`config.mk`:
```
export PLATFORM = sky130hd
export DESIGN_NAME = wb_commit
export DESIGN_NICKNAME = d
export VERILOG_FILES = /design/src/rtl/wb_pkg.sv /design/src/rtl/wb_load_ext.sv /design/src/rtl/wb_commit.sv
export SDC_FILE = /design/constraint.sdc
export NUM_CORES = 1
export LEC_CHECK = 0
export CELL_PAD_IN_SITES_DETAIL_PLACEMENT = 0
export CELL_PAD_IN_SITES_GLOBAL_PLACEMENT = 1
export CORE_MARGIN = 2
export CORE_UTILIZATION = 46
export CTS_CLUSTER_DIAMETER = 50
export DETAILED_ROUTE_END_ITERATION = 10
export GPL_ROUTABILITY_DRIVEN = 0
export GPL_TIMING_DRIVEN = 1
export PLACE_DENSITY_LB_ADDON = 0.08
export SYNTH_ARGS = -nofsm -noshare
export SYNTH_HDL_FRONTEND = slang
export SYNTH_HIERARCHICAL = 1
export SYNTH_SLANG_ARGS = --single-unit
```
`constraint.sdc`:
```
create_clock -name clk -period 6.2 [get_ports clk]
set_input_delay 0.62 -clock clk [delete_from_list [all_inputs] [get_ports clk]]
set_output_delay 0.62 -clock clk [all_outputs]
set_load 0.01 [all_outputs]
```
`src/rtl/wb_pkg.sv`:
```
// Shared encodings and queue entry type for the writeback/commit stage.
package wb_pkg;

  localparam int unsigned WB_DW = 32;
  localparam int unsigned WB_AW = 5;

  localparam logic [1:0] SEL_ALU  = 2'd0;
  localparam logic [1:0] SEL_LOAD = 2'd1;
  localparam logic [1:0] SEL_LINK = 2'd2;

  localparam logic [2:0] LD_W  = 3'd0;
  localparam logic [2:0] LD_BU = 3'd1;
  localparam logic [2:0] LD_B  = 3'd2;
  localparam logic [2:0] LD_HU = 3'd3;
  localparam logic [2:0] LD_H  = 3'd4;

  typedef struct packed {
    logic             live;
    logic [WB_AW-1:0] waddr;
    logic [WB_DW-1:0] wdata;
  } wb_entry_t;

endpackage

```
`src/rtl/wb_load_ext.sv`:
```
// Combinational load extender: picks byte/halfword by offset and zero/sign-extends.
module wb_load_ext
  import wb_pkg::*;
#(
  parameter int unsigned DW = 32
) (
  input  logic [1:0]    off_i,
  input  logic [DW-1:0] word_i,
  input  logic [2:0]    op_i,
  output logic [DW-1:0] ext_o
);

  logic [7:0]  byte_c;
  logic [15:0] half_c;

  always_comb begin
    byte_c = word_i[{off_i, 3'b000} +: 8];
    half_c = word_i[{off_i[1], 4'b0000} +: 16];
    case (op_i)
      LD_BU:   ext_o = DW'(byte_c);
      LD_B:    ext_o = {{(DW-8){byte_c[7]}}, byte_c};
      LD_HU:   ext_o = DW'(half_c);
      LD_H:    ext_o = {{(DW-16){half_c[15]}}, half_c};
      default: ext_o = word_i;
    endcase
  end

endmodule

```
`src/rtl/wb_commit.sv`:
```
// Writeback/commit: merges main-pipe and queued MDU results onto the single RF write port.
// Define WB_FWD_EN to add the fwd_* youngest-match lookup over live queue entries.
module wb_commit
  import wb_pkg::*;
#(
  parameter int unsigned DW    = 32,
  parameter int unsigned AW    = 5,
  parameter int unsigned DEPTH = 4
) (
  input  logic                       clk,
  input  logic                       rst_n,
  input  logic                       pipe_valid_i,
  input  logic                       pipe_regwrite_i,
  input  logic [AW-1:0]              pipe_waddr_i,
  input  logic [1:0]                 pipe_sel_i,
  input  logic [DW-1:0]              pipe_aluout_i,
  input  logic [DW-1:0]              pipe_dmout_i,
  input  logic [DW-1:0]              pipe_pc_i,
  input  logic [2:0]                 pipe_load_i,
  input  logic                       mdu_valid_i,
  output logic                       mdu_ready_o,
  input  logic [AW-1:0]              mdu_waddr_i,
  input  logic [DW-1:0]              mdu_wdata_i,
  output logic                       rf_we_o,
  output logic [AW-1:0]              rf_waddr_o,
  output logic [DW-1:0]              rf_wdata_o,
`ifdef WB_FWD_EN
  input  logic [AW-1:0]              fwd_raddr_i,
  output logic                       fwd_hit_o,
  output logic [DW-1:0]              fwd_data_o,
`endif
  output logic [$clog2(DEPTH+1)-1:0] q_count_o
);

  localparam int unsigned CW = $clog2(DEPTH + 1);
  localparam int unsigned PW = $clog2(DEPTH);

  wb_entry_t     q_q [DEPTH];
  wb_entry_t     q_d [DEPTH];
  logic [PW-1:0] head_q, head_d, tail_q, tail_d;
  logic [CW-1:0] count_q, count_d;
  logic          rf_we_q, rf_we_d;
  logic [AW-1:0] rf_waddr_q, rf_waddr_d;
  logic [DW-1:0] rf_wdata_q, rf_wdata_d;

  logic [DW-1:0] ld_ext, pipe_res;
  logic          pipe_we, mdu_xfer, mdu_live, q_empty, pop, push;
  wb_entry_t     head_e;

  wb_load_ext #(.DW(DW)) u_load_ext (
    .off_i  (pipe_aluout_i[1:0]),
    .word_i (pipe_dmout_i),
    .op_i   (pipe_load_i),
    .ext_o  (ld_ext)
  );

  always_comb begin
    case (pipe_sel_i)
      SEL_LOAD: pipe_res = ld_ext;
      SEL_LINK: pipe_res = pipe_pc_i + DW'(4);
      default:  pipe_res = pipe_aluout_i;
    endcase
  end

  // mdu_ready depends on registered occupancy only, so a pop cannot feed back into it.
  assign mdu_ready_o = (count_q < CW'(DEPTH));
  assign pipe_we     = pipe_valid_i & pipe_regwrite_i & (pipe_waddr_i != '0);
  assign mdu_xfer    = mdu_valid_i & mdu_ready_o;
  assign mdu_live    = mdu_xfer & (mdu_waddr_i != '0);
  assign q_empty     = (count_q == '0);
  assign head_e      = q_q[head_q];
  assign pop         = !pipe_we && !q_empty;
  assign push        = mdu_live && !(!pipe_we && q_empty)
                       && !(pipe_we && (mdu_waddr_i == pipe_waddr_i));

  // Arbitration, squash and queue update.
  always_comb begin
    q_d        = q_q;
    head_d     = head_q;
    tail_d     = tail_q;
    rf_we_d    = 1'b0;
    rf_waddr_d = rf_waddr_q;
    rf_wdata_d = rf_wdata_q;

    if (pipe_we) begin
      rf_we_d    = 1'b1;
      rf_waddr_d = pipe_waddr_i;
      rf_wdata_d = pipe_res;
    end else if (!q_empty) begin
      rf_we_d = head_e.live;
      if (head_e.live) begin
        rf_waddr_d = AW'(head_e.waddr);
        rf_wdata_d = DW'(head_e.wdata);
      end
    end else if (mdu_live) begin
      rf_we_d    = 1'b1;
      rf_waddr_d = mdu_waddr_i;
      rf_wdata_d = mdu_wdata_i;
    end

    if (pipe_we) begin
      for (int unsigned i = 0; i < DEPTH; i++) begin
        if (q_q[i].waddr == WB_AW'(pipe_waddr_i)) q_d[i].live = 1'b0;
      end
    end

    if (pop) head_d = head_q + PW'(1);
    if (push) begin
      q_d[tail_q] = '{live: 1'b1, waddr: WB_AW'(mdu_waddr_i), wdata: WB_DW'(mdu_wdata_i)};
      tail_d      = tail_q + PW'(1);
    end
    count_d = count_q + CW'(push) - CW'(pop);
  end

  always_ff @(posedge clk or negedge rst_n) begin
    if (!rst_n) begin
      for (int unsigned i = 0; i < DEPTH; i++) q_q[i] <= '0;
      head_q     <= '0;
      tail_q     <= '0;
      count_q    <= '0;
      rf_we_q    <= 1'b0;
      rf_waddr_q <= '0;
      rf_wdata_q <= '0;
    end else begin
      q_q        <= q_d;
      head_q     <= head_d;
      tail_q     <= tail_d;
      count_q    <= count_d;
      rf_we_q    <= rf_we_d;
      rf_waddr_q <= rf_waddr_d;
      rf_wdata_q <= rf_wdata_d;
    end
  end

  assign rf_we_o    = rf_we_q;
  assign rf_waddr_o = rf_waddr_q;
  assign rf_wdata_o = rf_wdata_q;
  assign q_count_o  = count_q;

`ifdef WB_FWD_EN
  logic [PW-1:0] fwd_idx;

  // Walk oldest to youngest so the last live match wins.
  always_comb begin
    fwd_hit_o  = 1'b0;
    fwd_data_o = '0;
    fwd_idx    = '0;
    for (int unsigned k = 0; k < DEPTH; k++) begin
      fwd_idx = head_q + PW'(k);
      if ((CW'(k) < count_q) && q_q[fwd_idx].live && (fwd_raddr_i != '0)
          && (q_q[fwd_idx].waddr == WB_AW'(fwd_raddr_i))) begin
        fwd_hit_o  = 1'b1;
        fwd_data_o = DW'(q_q[fwd_idx].wdata);
      end
    end
  end
`endif

endmodule
```
==> flow_summary.ini <==
[worst_setup_path]
worstPathArrival_ns = 4.32
slowest_delay_ns = 0.74
cp-startpoint = pipe_waddr_i[1]
path_buf_inv = 3
required_ns = 6.52
crit_family = simple AND/OR/NAND/NOR gates
crit_chain = clkdlybuf4s50_1 -> or4_1 -> o211a_1 -> buf_4 -> o21ai_0 -> a21oi_4 -> nand2_1 -> buf_12 -> mux2_2
slowest_stage = nand2_1
cp_num_cells = 9
crit_type = input port to flop
reg2reg_from = q_count_o[2]
reg2reg_depth = 7
cp-end-kind = flop
rrSetupSlack_ns = 3.09
start_kind = input port
worstPathMaxFanout = 22

[layout]
diodes = 0
layout.area.seq_sq_um = 4932
multiInputGateArea_sq_um = 6022
area_growth_pct = 23.08
final_area_sq_um = 14100
nNetsFinal = 1342
final_layout_size_suffix_gt1_share_pct = 19.80
nFillCells = 2144
finish.utilization_pct = 57.81

[cts]
hold_buffers = 0
root_buffer = clkbuf_16
postCtsSetupRepairBufs = 0
cts_resized = 0
cts_buffers = 17
cts_buffer_depth = 2
cts_tree = done
clock_latency_ns = 0.44
clkSlewWorstSetupHoldPaths_ns = 0.09
htree_num_levels = 4
cts.sinks = 197

[power_and_ir_drop]
p_leak_nw = 5.841
peakVddDrop_uv = 358.6
power_mw = 6.536
p_per_area_nw_per_um2 = 463.5

[global_route]
grt_overflow = 0
antenna_found_initial = 1
grt_pass1_vias = 9076
grt_pass1_wl_um = 53160
grtUsageTotal_pct = 26.47
grt_start_max_net_pins = 91

[floorplanning]
die_y_um = 161.8
initial_core_util_pct = 46.97
coreArea_sq_um = 24390
die_area_sq_um = 26190
die_w_um = 161.8
row_count = 57
num_io_pins = 190

[sta]
min_period_over_period_pct = 64.49
rsz0062_at_grt = false
tns_ns = 0
hold_viol_final = 0
finalMaxSlewViolations = 0
timing.hold.ws_ns = 0.2276
period_needed_ns = 3.998
max_freq_mhz = 250.1
worst-slew-pin-transition_ns = 1.212
finalSetupViolCount = 0
slew-limit-headroom_pct = 18.94
finalClockSkew_ns = 0.01876

[route]
drc = 0
drt-pass1-iter-count = 5
routed-wl-met3_um = 1935
vias_per_cell = 5.848
drt-total-wl_um = 34260
drt-initial-drc-count = 627
routed.top_layer = met5
vias = 8895
ant_nets = 0
post_drt_wl_per_cell_um = 22.52
met1_length_um = 15540
wl_met2_um = 16140

[logic_synthesis]
ys_seq_elements = 197
ys.flop_type = dfrtp_1
synth_nets = 1203
synth_cells = 1045
synth_area_per_cell_sq_um = 10.96
synth_edf_count = 0
synthArstFlopShare_pct = 100.0
ys_seq_area_share_pct = 43.03
yosys_warnings = 6
syn_area_sq_um = 11460
ys_types = 56

[run]
max_cap_viol_count = 0

[place]
place_area_sq_um = 13470
io_buffers = 189
dp_hpwl_um = 23490

[status]
status = finished clean

[worst_hold_path]
hp-class = input port to async pin
[synth_stat cells, drive strengths merged (2+ instances only)]
library cell  number  area [sq um]
buf               36         261.5
or2                3         18.77
o22a               7         61.31
o31ai              4         30.03
a221oi            14         140.1
a211oi             7         52.55
mux4              39         878.3
clkbuf            49         183.9
nor3               3         15.01
a311oi             2         17.52
o221ai             2         17.52
a21o              17         127.6
and4               3         26.28
nand2            120         450.4
nand4              8         50.05
ha                 9         112.6
nor2b             10         62.56
o41ai              4         35.03
xor2              17         148.9
or3                4         25.02
inv               18         67.56
a21oi             18         101.4
o21bai             2         15.01
nor4               8         50.05
and2               3         21.27
a31oi              7         43.79
nand2b             3         18.77
mux2             152          1730
or4                2         15.01
a221o             15         150.1
nor2              33         123.9
o211ai            14         105.1
dfrtp            197          4930
nand3             41         205.2
and3              12         75.07
a211o              2         17.52
a22oi              7         52.55
o21ai             85         429.2
mux2i              7         70.07
o22ai             13         81.33
xnor2             43         384.1
[routing by layer]
metal,vias to the layer above,global-route usage [%]
met1,4478,37.59
met4,2,6.597
met2,265,42.51
li1,4114,-
met3,36,4.571
met5,-,0
[logic make-up (layout without fill, tap and decap cells)]
kind of cell	after synthesis	in the layout	synth area share, %
adder cells (fa/ha/maj)	10	10	1.158
flip-flops	197	197	43.03
multiplexers	198	198	23.38
XOR/XNOR	60	60	4.652
AO/OA/AOI/OAI	223	223	13.14
AND/OR/NAND/NOR	254	254	10.17
buffers and inverters	103	255	4.478
[how the worst min path moves through the flow]
stage / cells past startpoint / to / from / slack (ns)
final: 1 / async pin / rst_n / 0.23
after global routing: 1 / async pin / rst_n / 0.29
after CTS: 1 / async pin / rst_n / 0.25
after detailed placement: 1 / flop / flop / 0.48
after global placement: 1 / flop / flop / 0.47
after floorplan: 0 / async pin / rst_n / 0.32
[cell usage in the layout (no fill, tap or decap), types with 8 or more instances in the layout]
master | netlist | final
xnor2_1 | 42 | 42
nor2b_1 | 10 | 10
nand2_1 | 120 | 119
o21ai_0 | 84 | 84
clkdlybuf4s50_1 | 0 | 188
a221oi_1 | 13 | 13
mux4_2 | 39 | 39
a221o_1 | 15 | 15
buf_4 | 5 | 14
dfrtp_1 | 197 | 195
mux2_1 | 15 | 15
and3_1 | 12 | 12
xor2_1 | 17 | 17
nor4_1 | 8 | 8
nor2_1 | 33 | 33
o22ai_1 | 13 | 13
ha_1 | 9 | 9
a21oi_1 | 17 | 17
nand3_1 | 41 | 41
nand4_1 | 8 | 8
mux2_2 | 132 | 132
o211ai_1 | 14 | 14
inv_1 | 18 | 18
a21o_1 | 17 | 17
clkbuf_16 | 0 | 17
[where the power goes]
group	internal, mW	total, mW	switching [mW]	leakage, nW
sequential	1.95	2.33	0.382	2.36
combinational	1.65	3.06	1.41	3.18
clock	0.567	1.15	0.580	0.301
total	4.16	6.54	2.37	5.84
[per-stage QoR]
step                      instances  setup slack (ns)
after floorplan                1045             3.058
after global placement         1489             1.771
after detailed placement       1489             1.724
after CTS                      1521             2.191
after global routing           1521             2.008
final                          1521             2.202
[area by class of cell]
type,count,share of cell area [%]
multi-input cells,745,42.71
flip-flops and latches,197,34.98
repair buffers,205,14.47
clock buffers,18,3.114
well taps,324,2.875
clock inverters,14,1.375
inverters,18,0.4791
Note: power is estimated with default switching activity, not from simulation.
